### src/rtl/spm_pkg.sv
// Shared types for the SpMV datapath: matrix dimension width, channel state and tag layout.
package spm_pkg;

  localparam int unsigned DIM_W = 16;

  typedef enum logic {
    CH_IDLE   = 1'b0,
    CH_ACTIVE = 1'b1
  } ch_state_e;

  typedef struct packed {
    logic [DIM_W-1:0] row;
    logic             last;
    logic             empty;
  } tag_t;

endpackage

### src/rtl/spm_cisr_chan.sv
// One CISR channel: tracks the remaining length and row of the active row and
// emits a registered tag for every accepted nonzero or granted empty row.
module spm_cisr_chan
  import spm_pkg::*;
#(
  parameter int unsigned LEN_W = 32,
  parameter int unsigned IDX_W = DIM_W
) (
  input  logic             clk,
  input  logic             rst_n,
  input  logic             clear,
  input  logic             nz_valid,
  input  logic             grant,
  input  logic [IDX_W-1:0] row_id,
  input  logic [LEN_W-1:0] len,
  output logic             free,
  output logic             nz_ready,
  output logic             tag_valid,
  output logic [IDX_W-1:0] tag_row,
  output logic             tag_last,
  output logic             tag_empty
);

  ch_state_e        state_q, state_d;
  logic [LEN_W-1:0] rem_q, rem_d;
  logic [IDX_W-1:0] row_q, row_d;
  logic             tag_valid_q, tag_valid_d;
  tag_t             tag_q, tag_d;
  logic             active, accept, last_elem;

  assign active    = state_q == CH_ACTIVE;
  assign accept    = nz_valid & active;
  assign last_elem = rem_q == LEN_W'(1);
  // A finishing channel only reloads a nonzero length; an empty head waits until IDLE.
  assign free      = ~active | (accept & last_elem & (len != '0));
  assign nz_ready  = active;

  always_comb begin
    state_d     = state_q;
    rem_d       = rem_q;
    row_d       = row_q;
    tag_valid_d = 1'b0;
    tag_d       = tag_q;
    if (clear) begin
      state_d = CH_IDLE;
      tag_d   = '0;
    end else begin
      if (accept) begin
        tag_valid_d = 1'b1;
        tag_d.row   = DIM_W'(row_q);
        tag_d.last  = last_elem;
        tag_d.empty = 1'b0;
        if (last_elem) begin
          state_d = CH_IDLE;
        end else begin
          rem_d = rem_q - LEN_W'(1);
        end
      end
      if (grant) begin
        if (len != '0) begin
          state_d = CH_ACTIVE;
          rem_d   = len;
          row_d   = row_id;
        end else begin
          tag_valid_d = 1'b1;
          tag_d.row   = DIM_W'(row_id);
          tag_d.last  = 1'b1;
          tag_d.empty = 1'b1;
        end
      end
    end
  end

  always_ff @(posedge clk or negedge rst_n) begin
    if (!rst_n) begin
      state_q     <= CH_IDLE;
      rem_q       <= '0;
      row_q       <= '0;
      tag_valid_q <= 1'b0;
      tag_q       <= '0;
    end else begin
      state_q     <= state_d;
      rem_q       <= rem_d;
      row_q       <= row_d;
      tag_valid_q <= tag_valid_d;
      tag_q       <= tag_d;
    end
  end

  assign tag_valid = tag_valid_q;
  assign tag_row   = IDX_W'(tag_q.row) & {IDX_W{tag_valid_q}};
  assign tag_last  = tag_q.last & tag_valid_q;
  assign tag_empty = tag_q.empty & tag_valid_q;

endmodule

### src/rtl/spm_cisr_row_sched.sv
// CISR row-index scheduler: hands out row IDs to free channels in channel-priority
// order, bounded by num_rows, and reports done / stray-element errors.
module spm_cisr_row_sched
  import spm_pkg::*;
#(
  parameter int unsigned NUM_CH = 16,
  parameter int unsigned LEN_W  = 32,
  parameter int unsigned IDX_W  = DIM_W
) (
  input  logic                    clk,
  input  logic                    rst_n,
  input  logic                    start,
  input  logic [IDX_W-1:0]        num_rows,
  input  logic [NUM_CH*LEN_W-1:0] row_len,
  input  logic [NUM_CH-1:0]       row_len_valid,
  output logic [NUM_CH-1:0]       row_len_ready,
  input  logic [NUM_CH-1:0]       nz_valid,
  output logic [NUM_CH-1:0]       nz_ready,
  output logic [NUM_CH-1:0]       tag_valid,
  output logic [NUM_CH*IDX_W-1:0] tag_row,
  output logic [NUM_CH-1:0]       tag_last,
  output logic [NUM_CH-1:0]       tag_empty,
  output logic                    busy,
  output logic                    done,
  output logic                    err_stray
);

  localparam int unsigned CNT_W = $clog2(NUM_CH) + 1;

  logic [NUM_CH-1:0] free, cand, grant;
  logic [CNT_W-1:0]  rank [NUM_CH];
  logic [CNT_W-1:0]  cand_cnt, grant_cnt;
  logic [IDX_W-1:0]  num_rows_q, assigned_q, remaining;
  logic              busy_q, done_q, err_q, finish;

  assign remaining = num_rows_q - assigned_q;

  always_comb begin
    cand_cnt  = '0;
    grant_cnt = '0;
    for (int k = 0; k < NUM_CH; k++) begin
      rank[k]   = cand_cnt;
      cand[k]   = free[k] & row_len_valid[k] & busy_q & ~start;
      grant[k]  = cand[k] & (IDX_W'(cand_cnt) < remaining);
      cand_cnt  = cand_cnt + CNT_W'(cand[k]);
      grant_cnt = grant_cnt + CNT_W'(grant[k]);
    end
  end

  assign row_len_ready = grant;

  // next_row always equals the assigned count, so one counter serves both.
  assign finish    = busy_q & (assigned_q == num_rows_q) & ~|nz_ready;
  assign busy      = busy_q & ~finish;
  assign done      = done_q | finish;
  assign err_stray = err_q;

  always_ff @(posedge clk or negedge rst_n) begin
    if (!rst_n) begin
      num_rows_q <= '0;
      assigned_q <= '0;
      busy_q     <= 1'b0;
      done_q     <= 1'b0;
      err_q      <= 1'b0;
    end else if (start) begin
      num_rows_q <= num_rows;
      assigned_q <= '0;
      busy_q     <= 1'b1;
      done_q     <= 1'b0;
      err_q      <= 1'b0;
    end else begin
      assigned_q <= assigned_q + IDX_W'(grant_cnt);
      if (finish) begin
        busy_q <= 1'b0;
        done_q <= 1'b1;
      end
      if (|(nz_valid & ~nz_ready)) begin
        err_q <= 1'b1;
      end
    end
  end

  for (genvar k = 0; k < NUM_CH; k++) begin : g_chan
    spm_cisr_chan #(
      .LEN_W(LEN_W),
      .IDX_W(IDX_W)
    ) u_chan (
      .clk      (clk),
      .rst_n    (rst_n),
      .clear    (start),
      .nz_valid (nz_valid[k]),
      .grant    (grant[k]),
      .row_id   (assigned_q + IDX_W'(rank[k])),
      .len      (row_len[k*LEN_W +: LEN_W]),
      .free     (free[k]),
      .nz_ready (nz_ready[k]),
      .tag_valid(tag_valid[k]),
      .tag_row  (tag_row[k*IDX_W +: IDX_W]),
      .tag_last (tag_last[k]),
      .tag_empty(tag_empty[k])
    );
  end

endmodule

### config.mk
export PLATFORM = sky130hd
export DESIGN_NAME = spm_cisr_row_sched
export DESIGN_NICKNAME = d
export VERILOG_FILES = /design/src/rtl/spm_pkg.sv /design/src/rtl/spm_cisr_chan.sv /design/src/rtl/spm_cisr_row_sched.sv
export SDC_FILE = /design/constraint.sdc
export NUM_CORES = 2
export LEC_CHECK = 0
export ABC_AREA = 1
export BUFFER_PORTS_ARGS = -buffer_cell sky130_fd_sc_hd__buf_2
export CORE_AREA = 2 2 403 405
export CTS_BUF_LIST = sky130_fd_sc_hd__clkbuf_4
export CTS_CLUSTER_DIAMETER = 100
export DETAILED_ROUTE_END_ITERATION = 12
export DIE_AREA = 0 0 405 407
export GPL_ROUTABILITY_DRIVEN = 0
export PLACE_DENSITY = 0.85
export SYNTH_ARGS = -nofsm -noshare
export SYNTH_HDL_FRONTEND = slang
export SYNTH_SLANG_ARGS = --single-unit
### constraint.sdc
create_clock -name clk -period 31.7 [get_ports clk]
set_clock_uncertainty 0.05 [all_clocks]
set_input_delay 3.17 -clock clk [delete_from_list [all_inputs] [get_ports clk]]
set_output_delay 3.17 -clock clk [all_outputs]
set_load 0.01 [all_outputs]
Yosys cells after proc, flatten, opt, wreduce, memory -nomap -nowiden:

Cells that the tools add are included.
Widths: inputs -> output; s select.

* flip-flop bits (word level): 1123
* bits of input ports: 563
* output and inout port bits: 339
* word-level logic and storage cells: 728

* add/subtract/negate cells: 62
* magnitude comparators: 16
* eq/ne operators: 17
* multiplexer cells: 279
* bitwise logic cells: 200
* reduce and logical (&&, ||, !) cells: 37

Operators by type and width (count)
* $mux 32: 64
* $mux 18: 64
* $eq 32x1->1 const B: 16
* $reduce_bool 32->1: 16
* $sub 32x1->32 const B: 16
* $and 16x16->16: 17
* $add 16x5->16: 12
* $lt 5x16->1: 11
* $mux 1: 150
* $and 1x1->1: 147
* $add 5x1->5: 21
* $reduce_and 3->1: 16
* $reduce_or 16->1: 2
* $not 1->1: 18
* $or 1x1->1: 17
* $add 16x1->16: 1
* $add 16x2->16: 1
* $add 16x3->16: 1
* $add 16x4->16: 1
* $eq 16x16->1: 1
* $lt 1x16->1: 1
* $lt 1x16->1 const A: 1
* $lt 2x16->1: 1
* $lt 3x16->1: 1
* 10 further kinds: 15

Depth between registers and ports, before layout:

* depth after elaboration: 26
* depth in mapped cells: 70

Modules after synthesis:

Synthesis repeated with hierarchy kept, for this count alone.

* cells, all modules: 14973
* area total of the unflattened synthesis: 92561.3 um2

By module, submodules not included
* spm_cisr_chan at g_chan[0].u_chan ...: times used 13, cells an instance 843, area each 5156.2 um2, seq. area each 1701.6 um2
* spm_cisr_chan at g_chan[7].u_chan ...: times used 3, cells an instance 834, area each 5068.6 um2, seq. area each 1701.6 um2
* spm_cisr_row_sched: times used 1, cells an instance 1512, area each 10324.9 um2, seq. area each 875.8 um2

Worst setup path after synthesis:

Ideal clock, no wire load.

* path kind: input to register
* start: input row_len[9]
* end: register assigned_q[10]
* arrival time: 13.717 ns
* setup slack: 17.781 ns
* stages: 47
* path buffers: 3
* path through: nor4_1 nand4_1 nor2_1 inv_2 nand3b_1 a21oi_1 clkbuf_1 clkbuf_1 fa_1 ha_1 ha_1 ha_1 ha_1 ha_1 ha_1 ha_1 ha_1 ha_1 [... 11 more ...] nand2_2 nand2_2 buf_2 fa_1 inv_1 fa_1 inv_1 fa_1 fa_1 fa_1 inv_1 fa_1 a31oi_1 nor2_1 o21ai_0 nor2_1 a21oi_1 a211oi_1

* cells in the longest elaborated chain, start to end: 25
* elaborated cells on any way between the ends: 68
* classes of those cells: add/sub (30); order compare (15); mux (1); bitwise (21); reduce/logical (1)

RTL lines
* from (decl): RTL line spm_cisr_row_sched.sv:14 `input logic [NUM_CH*LEN_W-1:0] row_len,`
* $reduce_bool 32->1 (*): RTL line spm_cisr_chan.sv:35 `assign free = ~active | (accept & last_elem & (len != '0));`
* $and 1x1->1 (*): RTL line spm_cisr_chan.sv:35
* $or 1x1->1 (*): RTL line spm_cisr_chan.sv:35
* $and 1x1->1 (*) (3 in series): RTL line spm_cisr_row_sched.sv:43 `cand[k] = free[k] & row_len_valid[k] & busy_q & ~start;`
* $add 1x1->2 or $lt 1x16->1 (tied branches): RTL line spm_cisr_row_sched.sv:45, spm_cisr_row_sched.sv:44
* $add 2x1->3, or another cell as far along: RTL line spm_cisr_row_sched.sv:45 `cand_cnt = cand_cnt + CNT_W'(cand[k]);`
* $add 3x1->4, or another cell as far along: RTL line spm_cisr_row_sched.sv:45
* $add 4x1->5, or another cell as far along: RTL line spm_cisr_row_sched.sv:45
* $add 5x1->5, or another cell as far along: RTL line spm_cisr_row_sched.sv:45
* $lt 5x16->1, or another cell as far along: RTL line spm_cisr_row_sched.sv:44 `grant[k] = cand[k] & (IDX_W'(cand_cnt) < remaining);`
* $and 1x1->1, or another cell as far along: RTL line spm_cisr_row_sched.sv:44
* $add 5x1->5, or another cell as far along (8 in series): RTL line spm_cisr_row_sched.sv:46 `grant_cnt = grant_cnt + CNT_W'(grant[k]);`
* $add 5x1->5 or $and 1x1->1 (tied branches): RTL line spm_cisr_row_sched.sv:46, spm_cisr_row_sched.sv:44
* $add 5x1->5 (*): RTL line spm_cisr_row_sched.sv:46
* $add 16x5->16 (*): RTL line spm_cisr_row_sched.sv:72 `assigned_q <= assigned_q + IDX_W'(grant_cnt);`
* $mux 16 (*): RTL line spm_cisr_row_sched.sv:65 `end else if (start) begin`
* to (signal assigned): RTL line spm_cisr_row_sched.sv:72
* to (decl): RTL line spm_cisr_row_sched.sv:33 `logic [IDX_W-1:0] num_rows_q, assigned_q, remaining;`

Mark *: on every way between the ends. The rest lies on a longest branch, timed or not.
A chain may end at the register's enable or synchronous reset.

Worst setup path in the final report:

* start: input row_len[45]
* end: output row_len_ready[15]

* cells in the longest elaborated chain, start to end: 22

RTL lines
* $reduce_bool 32->1: RTL line spm_cisr_chan.sv:35
* $and 1x1->1: RTL line spm_cisr_chan.sv:35
* $or 1x1->1: RTL line spm_cisr_chan.sv:35
* $and 1x1->1 (3 in series): RTL line spm_cisr_row_sched.sv:43
* $add 1x1->2: RTL line spm_cisr_row_sched.sv:45
* $add 2x1->3: RTL line spm_cisr_row_sched.sv:45
* $add 3x1->4: RTL line spm_cisr_row_sched.sv:45
* $add 4x1->5: RTL line spm_cisr_row_sched.sv:45
* $add 5x1->5 (10 in series): RTL line spm_cisr_row_sched.sv:45
* $lt 5x16->1: RTL line spm_cisr_row_sched.sv:44
* $and 1x1->1: RTL line spm_cisr_row_sched.sv:44
* to (decl): RTL line spm_cisr_row_sched.sv:16 `output logic [NUM_CH-1:0] row_len_ready,`

Every way passes these cells.

==> results_dict.tcl <==
set metrics [dict create \
    hold_class "flop to flop" \
    finalCriticalPeriod_ns 17.08 \
    synth_ff_type "dfrtp_1" \
    maxCapViolations 0 \
    worstPathArrival_ns 13.86 \
    mostFrequentLayoutCells "nand2_1, inv_1, dfrtp_1, nor2_1, buf_2" \
    insertion_delay_ns 1.36 \
    cp_num_buf_inv 11 \
    synth_cells 14000 \
    clk_path_buf_depth 4 \
    cp_slowest_cell "fa_1" \
    synth_cell_types 63 \
    viasPerCell 5.72 \
    fillCellCount 14900 \
    core_region_area_sq_um 160000 \
    hold_violations 0 \
    layoutNonFillerInstCount 17000 \
    finalWorstSetupSlack_ns 14.62 \
    final_nets 15400 \
    synth_edf_count 0 \
    grt_pass1_wl_mm 498 \
    powerDensity_nw_per_um2 54.7 \
    drive_gt1_frac 0.115 \
    cp_max_fo 52 \
    post-place-ws_ns 14.85 \
    start_kind "input port" \
    ir_drop_v 0.0000502 \
    yosys_warnings 0 \
    postCtsSetupRepairBufs 0 \
    numClockSinks 1123 \
    numPortBuffers 901 \
    cts_tree "yes" \
    final_common_cell "nand2_1" \
    clk_pin_slew_ns 0.06 \
    rows 147 \
    worstPathRequired_ns 28.48 \
    hold_buffers 0 \
    end_kind "primary output" \
    dpl.cell_count 16400 \
    grt_max_degree 184 \
    p_total_mw 5.38 \
    drtIter0Drc 11100 \
    rsz0062_at_grt "no" \
    cts_root_buf "clkbuf_4" \
    area_growth_syn_to_layout_pct 9.94 \
    cts-buffers-inserted 329 \
    num_io_pins 902 \
    synth_area_sq_um 89500 \
    dieArea_sq_um 165000 \
    multi_input_area_sq_um 53500 \
    crit_type "input port to primary output" \
    period_share 0.539 \
    dp_hpwl_mm 232 \
    setup_viol_count_final 0 \
    tns_ns 0 \
    ys_ff_latch 1123 \
    die_w_um 405 \
    synth_seq_area_share 0.314 \
    die-height_um 407 \
    cp_top_family "adder cells" \
    grt_pass1_vias 89300 \
    globalRoute.totalOverflow 0 \
    crit_top_cell "ha_1" \
    tightest_slew_ns 1.22 \
    slew_headroom 0.184 \
    status "complete, no violations" \
    antenna_found_initial 38 \
    max_freq_mhz 58.5 \
    htreeDepth 5 \
    post_cts_resized 0 \
    initial_core_util 0.559 \
    wirelength_mm 325 \
    drc_errors 0 \
    syn_area_per_cell_sq_um 6.38 \
    drt_pre_antenna_iters 7 \
    register_area_sq_um 28100 \
    p_leak_nw 54.0 \
    slew_viol_final 0 \
    drtAntennaViolNets 0 \
    routedWlPerCell_um 19.1 \
    async_flop_share 1.00 \
    grt_use_total 0.384 \
    synth_nets 14800 \
    dr_total_vias 97300 \
    max_stage_delay_ns 0.77 \
]
## through the flow
step                      utilization  area [sq um]  hold slack [ns]
after floorplan                     -         89500            0.391
after global placement          0.589         94400            0.406
after detailed placement        0.589         94400            0.407
after CTS                       0.614         98300            0.423
after global routing            0.614         98400            0.442
final                           0.614         98400            0.423
## worst paths after layout
| path | end | depth (start not counted) | start | slack [ns] |
|---|---|---|---|---|
| worst max-delay path | row_len_ready[15] | 42 | row_len[45] | 14.62 |
| worst min-delay path | g_chan[4].u_chan.row_q[12]$_DFFE_PN0P_ | 2 | g_chan[4].u_chan.row_q[12]$_DFFE_PN0P_ | 0.42 |
| worst max register to register | assigned_q[12]$_DFF_PN0_ | 48 | g_chan[0].u_chan.rem_q[8]$_DFFE_PN0N_ | 18.03 |
| worst min register to register | g_chan[4].u_chan.row_q[12]$_DFFE_PN0P_ | 2 | g_chan[4].u_chan.row_q[12]$_DFFE_PN0P_ | 0.42 |
| max in group asynchronous | g_chan[7].u_chan.rem_q[14]$_DFFE_PN0N_ | 6 | rst_n | 25.25 |
| min in group asynchronous | g_chan[9].u_chan.rem_q[14]$_DFFE_PN0N_ | 1 | rst_n | 1.84 |
## per-layer routing
| layer | vias up | track usage | share of wire | wire, um |
|---|---|---|---|---|
| met5 | - | 0 | 0.00049 | 159 |
| met4 | 24 | 0.270 | 0.078 | 25200 |
| met3 | 1202 | 0.0987 | 0.11 | 36700 |
| met2 | 5552 | 0.567 | 0.42 | 138000 |
| met1 | 44600 | 0.489 | 0.38 | 125000 |
| li1 | 45900 | - | - | - |
## where the power goes
group	internal (mW)	switching, mW	leakage, nW	total, mW
Combinational	0.679	1.43	36.7	2.10
Clock	0.712	0.675	2.37	1.39
Sequential	1.65	0.240	14.9	1.89
Total	3.04	2.34	54.0	5.38
## cells in the mapped netlist (4+ instances only)
cell | number | area share
mux2i_1 | 63 | 0.0070
a21o_1 | 27 | 0.0023
nand3_1 | 645 | 0.036
xor2_1 | 560 | 0.055
buf_4 | 103 | 0.0086
xnor2_1 | 75 | 0.0073
o21bai_1 | 22 | 0.0018
nor2_1 | 1045 | 0.044
a211oi_2 | 5 | 0.00070
nand4_1 | 165 | 0.012
nand3_2 | 16 | 0.0018
nor3_1 | 149 | 0.0083
nand2_1 | 5456 | 0.23
clkbuf_1 | 446 | 0.019
or3_1 | 6 | 0.00042
o21a_1 | 4 | 0.00034
nand2_2 | 50 | 0.0035
a21oi_1 | 697 | 0.039
buf_1 | 47 | 0.0020
o22ai_1 | 7 | 0.00049
or2_2 | 13 | 0.00091
o31ai_1 | 18 | 0.0015
dfrtp_1 | 1123 | 0.31
o21ai_0 | 785 | 0.044
a211oi_1 | 11 | 0.00092
nor2_4 | 4 | 0.00050
nand2_4 | 4 | 0.00050
a31oi_1 | 6 | 0.00042
buf_2 | 171 | 0.0096
o21ai_1 | 118 | 0.0066
or2_1 | 5 | 0.00035
inv_1 | 1198 | 0.050
clkinv_1 | 12 | 0.00050
nor4_1 | 215 | 0.015
nor2_2 | 16 | 0.0011
ha_1 | 196 | 0.027
fa_1 | 28 | 0.0063
nand3b_1 | 453 | 0.038
inv_2 | 27 | 0.0011
## sequential cells by signal (all words and copies together) (netlist names)
signal	flops
assigned_q	16
busy_q	1
done_q	1
err_stray	1
g_chan.u_chan.nz_ready	16
g_chan.u_chan.rem_q	512
g_chan.u_chan.row_q	256
g_chan.u_chan.tag_q	288
g_chan.u_chan.tag_valid	16
num_rows_q	16
## final cells by class
cell class                      instances  share of cell area
Clock inverter                         81             0.00465
Multi-Input combinational cell      10900               0.543
Sequential cell                      1123               0.286
Clock buffer                          466              0.0355
Timing Repair Buffer                 1021              0.0554
Inverter                             1237              0.0473
Antenna cell                           32            0.000814
Tap cell                             2160              0.0275
## logic make-up (layout without fill, tap and decap cells)
kind of cell	count (synthesis)	count (layout)	synth area share
compound gates	1718	1718	0.0997
simple gates	8255	8255	0.392
buf+inv	2011	2805	0.0915
flops	1123	1123	0.314
fa+ha+maj	224	224	0.0337
mux	63	63	0.00704
other cells	0	32	0
xor+xnor	635	635	0.0621
## worst reg2reg max path, delay by kind of cell (launching register included)
family / cells / cell delay, ns
adder cells (fa/ha/maj): 19 / 7.50
AND/OR/NAND/NOR: 17 / 3.33
AO/OA/AOI/OAI: 5 / 1.23
buffers and inverters: 7 / 0.91
flip-flops: 1 / 0.46
Power figures use the tool's default switching activity.
